## src/rtl/dmem_mmio_bridge.sv

```systemverilog
// Data-memory MMIO bridge: LED register, cycle counter and optional UART TX at 0xFF0-0xFFF.
// Define MMIO_UART_EN to build the UART FIFO, transmitter FSM and status register.
module dmem_mmio_bridge #(
    parameter int unsigned CLKS_PER_BIT = 16
) (
    input  logic        clock,
    input  logic        reset,
    input  logic [11:0] address_dmem,
    input  logic [31:0] data,
    input  logic        wren,
    output logic [31:0] q_dmem,
    output logic [11:0] mem_address,
    output logic [31:0] mem_data,
    output logic        mem_wren,
    input  logic [31:0] mem_q,
    output logic [15:0] led,
    output logic        uart_tx
);

    logic        mmio_hit;
    logic        mmio_wr;
    logic        sel;
    logic [31:0] periph_rd;
    logic [31:0] periph_q;
    logic [31:0] cycle_cnt;
    logic [3:0]  status;

    assign mmio_hit    = (address_dmem[11:4] == 8'hFF);
    assign mmio_wr     = wren && mmio_hit;
    assign mem_address = address_dmem;
    assign mem_data    = data;
    assign mem_wren    = wren && !mmio_hit;

    always_ff @(posedge clock or negedge reset) begin
        if (!reset) begin
            led <= '0;
        end else if (mmio_wr && address_dmem[3:0] == 4'h0) begin
            led <= data[15:0];
        end
    end

    always_ff @(posedge clock or negedge reset) begin
        if (!reset) begin
            cycle_cnt <= '0;
        end else begin
            cycle_cnt <= cycle_cnt + 32'd1;
        end
    end

`ifdef MMIO_UART_EN
    localparam int unsigned FIFO_DEPTH = 4;
    localparam logic [15:0] BIT_LAST   = 16'(CLKS_PER_BIT - 1);

    localparam logic [1:0] ST_IDLE  = 2'd0;
    localparam logic [1:0] ST_START = 2'd1;
    localparam logic [1:0] ST_DATA  = 2'd2;
    localparam logic [1:0] ST_STOP  = 2'd3;

    logic [7:0]  fifo [FIFO_DEPTH];
    logic [1:0]  wr_ptr;
    logic [1:0]  rd_ptr;
    logic [2:0]  count;
    logic        ovf;
    logic        full;
    logic        empty;
    logic        push;
    logic        push_ok;
    logic        pop;
    logic [1:0]  state;
    logic [15:0] clk_cnt;
    logic [2:0]  bit_cnt;
    logic [7:0]  shift;
    logic        tx;
    logic        bit_done;

    // Full/overflow use the pre-pop count, so a push into a full FIFO drops even during a pop.
    assign full     = (count == 3'(FIFO_DEPTH));
    assign empty    = (count == 3'd0);
    assign push     = mmio_wr && address_dmem[3:0] == 4'h2;
    assign push_ok  = push && !full;
    assign pop      = (state == ST_IDLE) && !empty;
    assign bit_done = (clk_cnt == BIT_LAST);

    always_ff @(posedge clock) begin
        if (push_ok) begin
            fifo[wr_ptr] <= data[7:0];
        end
    end

    always_ff @(posedge clock or negedge reset) begin
        if (!reset) begin
            wr_ptr <= '0;
            rd_ptr <= '0;
            count  <= '0;
            ovf    <= 1'b0;
        end else begin
            if (push_ok) wr_ptr <= wr_ptr + 2'd1;
            if (pop)     rd_ptr <= rd_ptr + 2'd1;
            case ({push_ok, pop})
                2'b10:   count <= count + 3'd1;
                2'b01:   count <= count - 3'd1;
                default: count <= count;
            endcase
            if (mmio_wr && address_dmem[3:0] == 4'h3) begin
                ovf <= 1'b0;
            end else if (push && full) begin
                ovf <= 1'b1;
            end
        end
    end

    // The line output is registered from the current state, so it trails the state by one cycle.
    always_ff @(posedge clock or negedge reset) begin
        if (!reset) begin
            state   <= ST_IDLE;
            clk_cnt <= '0;
            bit_cnt <= '0;
            shift   <= '0;
            tx      <= 1'b1;
        end else begin
            case (state)
                ST_START: tx <= 1'b0;
                ST_DATA:  tx <= shift[0];
                default:  tx <= 1'b1;
            endcase
            case (state)
                ST_IDLE: begin
                    if (pop) begin
                        shift   <= fifo[rd_ptr];
                        clk_cnt <= '0;
                        state   <= ST_START;
                    end
                end
                ST_START: begin
                    if (bit_done) begin
                        clk_cnt <= '0;
                        bit_cnt <= '0;
                        state   <= ST_DATA;
                    end else begin
                        clk_cnt <= clk_cnt + 16'd1;
                    end
                end
                ST_DATA: begin
                    if (bit_done) begin
                        clk_cnt <= '0;
                        shift   <= {1'b0, shift[7:1]};
                        bit_cnt <= bit_cnt + 3'd1;
                        if (bit_cnt == 3'd7) state <= ST_STOP;
                    end else begin
                        clk_cnt <= clk_cnt + 16'd1;
                    end
                end
                default: begin
                    if (bit_done) begin
                        clk_cnt <= '0;
                        state   <= ST_IDLE;
                    end else begin
                        clk_cnt <= clk_cnt + 16'd1;
                    end
                end
            endcase
        end
    end

    assign status  = {ovf, state != ST_IDLE, empty, full};
    assign uart_tx = tx;
`else
    assign status  = '0;
    assign uart_tx = 1'b1;
`endif

    always_comb begin
        periph_rd = '0;
        case (address_dmem[3:0])
            4'h0:    periph_rd = {16'h0000, led};
            4'h1:    periph_rd = cycle_cnt;
            4'h3:    periph_rd = {28'h0, status};
            default: periph_rd = '0;
        endcase
    end

    always_ff @(posedge clock or negedge reset) begin
        if (!reset) begin
            sel      <= 1'b0;
            periph_q <= '0;
        end else begin
            sel      <= mmio_hit;
            periph_q <= periph_rd;
        end
    end

    assign q_dmem = sel ? periph_q : mem_q;

endmodule

```

## config.mk

```make
export PLATFORM = sky130hd
export DESIGN_NAME = dmem_mmio_bridge
export DESIGN_NICKNAME = d
export VERILOG_FILES = /design/src/rtl/dmem_mmio_bridge.sv
export SDC_FILE = /design/constraint.sdc
export NUM_CORES = 1
export LEC_CHECK = 0
export CAP_MARGIN = 5
export CORE_MARGIN = 1.5
export CORE_UTILIZATION = 39
export CTS_BUF_LIST = sky130_fd_sc_hd__clkbuf_8
export CTS_CLUSTER_DIAMETER = 100
export DETAILED_ROUTE_END_ITERATION = 10
export GPL_TIMING_DRIVEN = 0
export PLACE_DENSITY = 0.81
export SLEW_MARGIN = 20
export SYNTH_ARGS = -nofsm -noshare
export SYNTH_HDL_FRONTEND = slang
export SYNTH_SLANG_ARGS = --single-unit
```

## constraint.sdc

```tcl
create_clock -name clock -period 1.5 [get_ports clock]
set_input_delay 0.225 -clock clock [delete_from_list [all_inputs] [get_ports clock]]
set_output_delay 0.225 -clock clock [all_outputs]
set_load 0.05 [all_outputs]
```

==> results.md, run 1 <==
- Hold crit path type: in2async
- Clk slew on worst S/H paths: 0.09 ns
- Hold_ws: 0.3267 ns
- Initial Util: 40.06%
- Worst skew pair latency: 0.35 ns
- Post-synth EDFFs: 0
- Synthesis-to-layout area growth: 63.40%
- Total GRT Usage: 19.88%
- Most frequent cells in the layout: dfrtp_1, buf_4, clkdlybuf4s50_1
- Dominant synthesized flop cell: dfrtp_1
- YS warnings: 0
- Top cell by count, worst path: buf_6
- Final HPWL DP: 7461 µm
- Period utilization: 114.7%
- Remaining antenna violation count: 0
- Number of global-route vias before repair: 3094
- Site Rows: 36
- Pwr Density: 821.0 mW/mm²
- Grt total ovfl: 0
- Peak VDD IR: 0.3959 mV
- CTS max path bufs: 2
- Dpl cell area: 0.005657 mm²
- Post-place setup slack: -0.8381 ns
- Max Clk Rate: 581.1 MHz
- Failing checks: setup timing
- Fill cell total of the finished layout: 705
- MaxCap Viol Count: 0
- N_diodes: 0
- CP Capture Type: output pin
- CTS tree: built
- Synthesized net count: 395
- Slew HR: 66.66%
- Path type of the worst setup path: reg2out
- 1st-iter DRT viols: 141
- # IOs: 173
- RSZ-0062 raised after global routing: true
- First-pass GRT wire length: 15930 µm
- Slowest cell on crit path: dfrtp_2
- Final min period: 1.721 ns
- Die H: 103.0 µm
- Clk root buf: clkbuf_8
- Max FO, Critical Path: 10
- Worst-Margin Slew: 0.4986 ns
- Crit path launch type: flop
- Final Instance Area: 0.006369 mm²
- Multi-input combinational cell area: 0.001668 mm²
- TNS Setup: -7.280 ns
- Layout cells sized above 1: 48.62%
- Commonest non-fill, non-tap cell in the layout: dfrtp_1
- Via count: 3189
- Clk_skew: 0.01337 ns
- Overall Power: 0.005229 W
- Largest net degree at the start of global routing: 59
- Area of the core: 0.009729 mm²
- Critical path cell sequence: buf_6 -> mux2_2 -> buf_6
- Nets: 583
- Outcome: complete, but fails checks
- Routed WL: 10950 µm
- Mean number of vias per cell: 4.975
- DR DRC count: 0
- Clock Sinks: 81
- Worst path max stage delay: 0.46 ns
- Antenna violations before repair: 0
- Area share of the largest cell type after synthesis: 52.01%
- Post-synthesis sequential area ratio: 52.01%
- Input/output buffers: 155
- Async set-or-reset flop fraction in the synthesized netlist: 100.0%
- Num CTS Buffers: 9
- Yosys cell types: 29
- Post-Synthesis Cell Area: 0.003897 mm²
- Worst Path Buf+Inv: 2
- Hold Violations, Final: 0
- Leakage power: 3.074 nW
- Die area: 0.01060 mm²
- Per-cell routed wire length: 17.08 µm
- Data required, critical path: 1.27 ns
- Register area: 0.002043 mm²
- Worst path top cell family by delay: flip-flops
- Synth Area per Inst: 12.37 µm²
- Final Max Tran Viols: 0
- Chip width: 103.0 µm
- Synthesis-stage register bit count: 81
- Largest area contributor in the netlist: dfrtp_1
- Initial DRT Pass Iterations: 4
- Post-synthesis cell count: 315
- GP Congestion: 0.8108
- Final WS setup: -0.2209 ns
- Worst Path Arrival: 1.50 ns
- Setup Viol. Count Final: 45
- H-tree depth: 3
- Synth area leaders: dfrtp_1, mux2_2, buf_4
-- final cells by class --
| type | instances | share of cell area (%) |
|---|---|---|
| timing repair buffer | 181 | 28.05 |
| clock buffer | 9 | 1.945 |
| inverter | 1 | 0.05894 |
| multi-input combinational | 174 | 26.19 |
| clock inverter | 7 | 2.102 |
| buffer | 55 | 6.955 |
| tap | 133 | 2.613 |
| sequential | 81 | 32.08 |
-- per-stage QoR --
| stage | instances | utilization (%) |
|---|---|---|
| after CTS | 630 | 63.94 |
| after floorplan | 315 | - |
| after detailed placement | 604 | 58.14 |
| after global routing | 641 | 65.46 |
| after global placement | 603 | 57.88 |
| final | 641 | 65.46 |
-- power by group --
part,internal (W),switching [W],total (W)
Combinational,0.000428,0.000583,0.00101
Clock,0.00126,0.000768,0.00203
Sequential,0.00218,0.00000231,0.00219
-- flip-flops by register name, summed over array words and instances (netlist names) --
name / flops
sel: 1
periph_q: 32
cycle_cnt: 32
led: 16
-- repair_timing --
action                                 4_1_cts  5_1_grt
cloned                                       1        0
setup buffers                               11       12
hold buffers                                 1        0
setup endpoints to repair                  146       80
endpoints found under the hold margin       23        0
pin swaps                                   16       16
gates resized for setup                    377       40
-- synthesized netlist by cell type, types with 2 or more instances --
library cell / instances
dfrtp_1: 81
mux2_2: 48
buf_4: 46
xnor2_1: 20
a22o_1: 16
and2_1: 16
nand3_1: 15
nand4_1: 13
xor2_1: 10
and3_1: 7
clkbuf_1: 6
nand2_1: 6
nor2_1: 6
and4_1: 4
nor4_1: 4
buf_1: 3
clkbuf_2: 2
-- routing by layer --
| layer | track usage (%) | routed length (µm) |
|---|---|---|
| met1 | 24.56 | 4310 |
| met2 | 34.92 | 5846 |
| met3 | 3.729 | 602 |
| met4 | 6.861 | 188 |
| met5 | 0 | 0 |
-- final timing paths --
path                                   from       endpoint  slack, ns  cells past startpoint
min in group clock         address_dmem[11]            sel       0.44                      5
max in group asynchronous             reset  cycle_cnt[14]       0.57                      3
max reg2reg                    cycle_cnt[2]  cycle_cnt[21]      -0.14                      5
max                                     sel     q_dmem[10]      -0.22                      3
min reg2reg                   cycle_cnt[15]  cycle_cnt[15]       0.51                      1
min                                   reset         led[6]       0.33                      2
-- cell families after synthesis --
logic type	Yosys count	synth area share (%)
fa+ha+maj	1	0.3210
simple gates	78	12.87
flops	81	52.01
xor+xnor	30	6.742
buf+inv	60	10.50
other cells	1	0.09622
compound gates	16	3.595
mux	48	13.87
No activity file was read; power rests on OpenSTA's default activity.
==> run 2, diff against run 1 <==
--- a/config.mk
+++ b/config.mk
@@ -13,7 +13,7 @@
 export DETAILED_ROUTE_END_ITERATION = 10
 export GPL_TIMING_DRIVEN = 0
 export PLACE_DENSITY = 0.81
-export SLEW_MARGIN = 20
+export SLEW_MARGIN = 10
 export SYNTH_ARGS = -nofsm -noshare
 export SYNTH_HDL_FRONTEND = slang
 export SYNTH_SLANG_ARGS = --single-unit
==> results of run 2 <==
Final layout, timing and power as in run 1 (identical DEF).
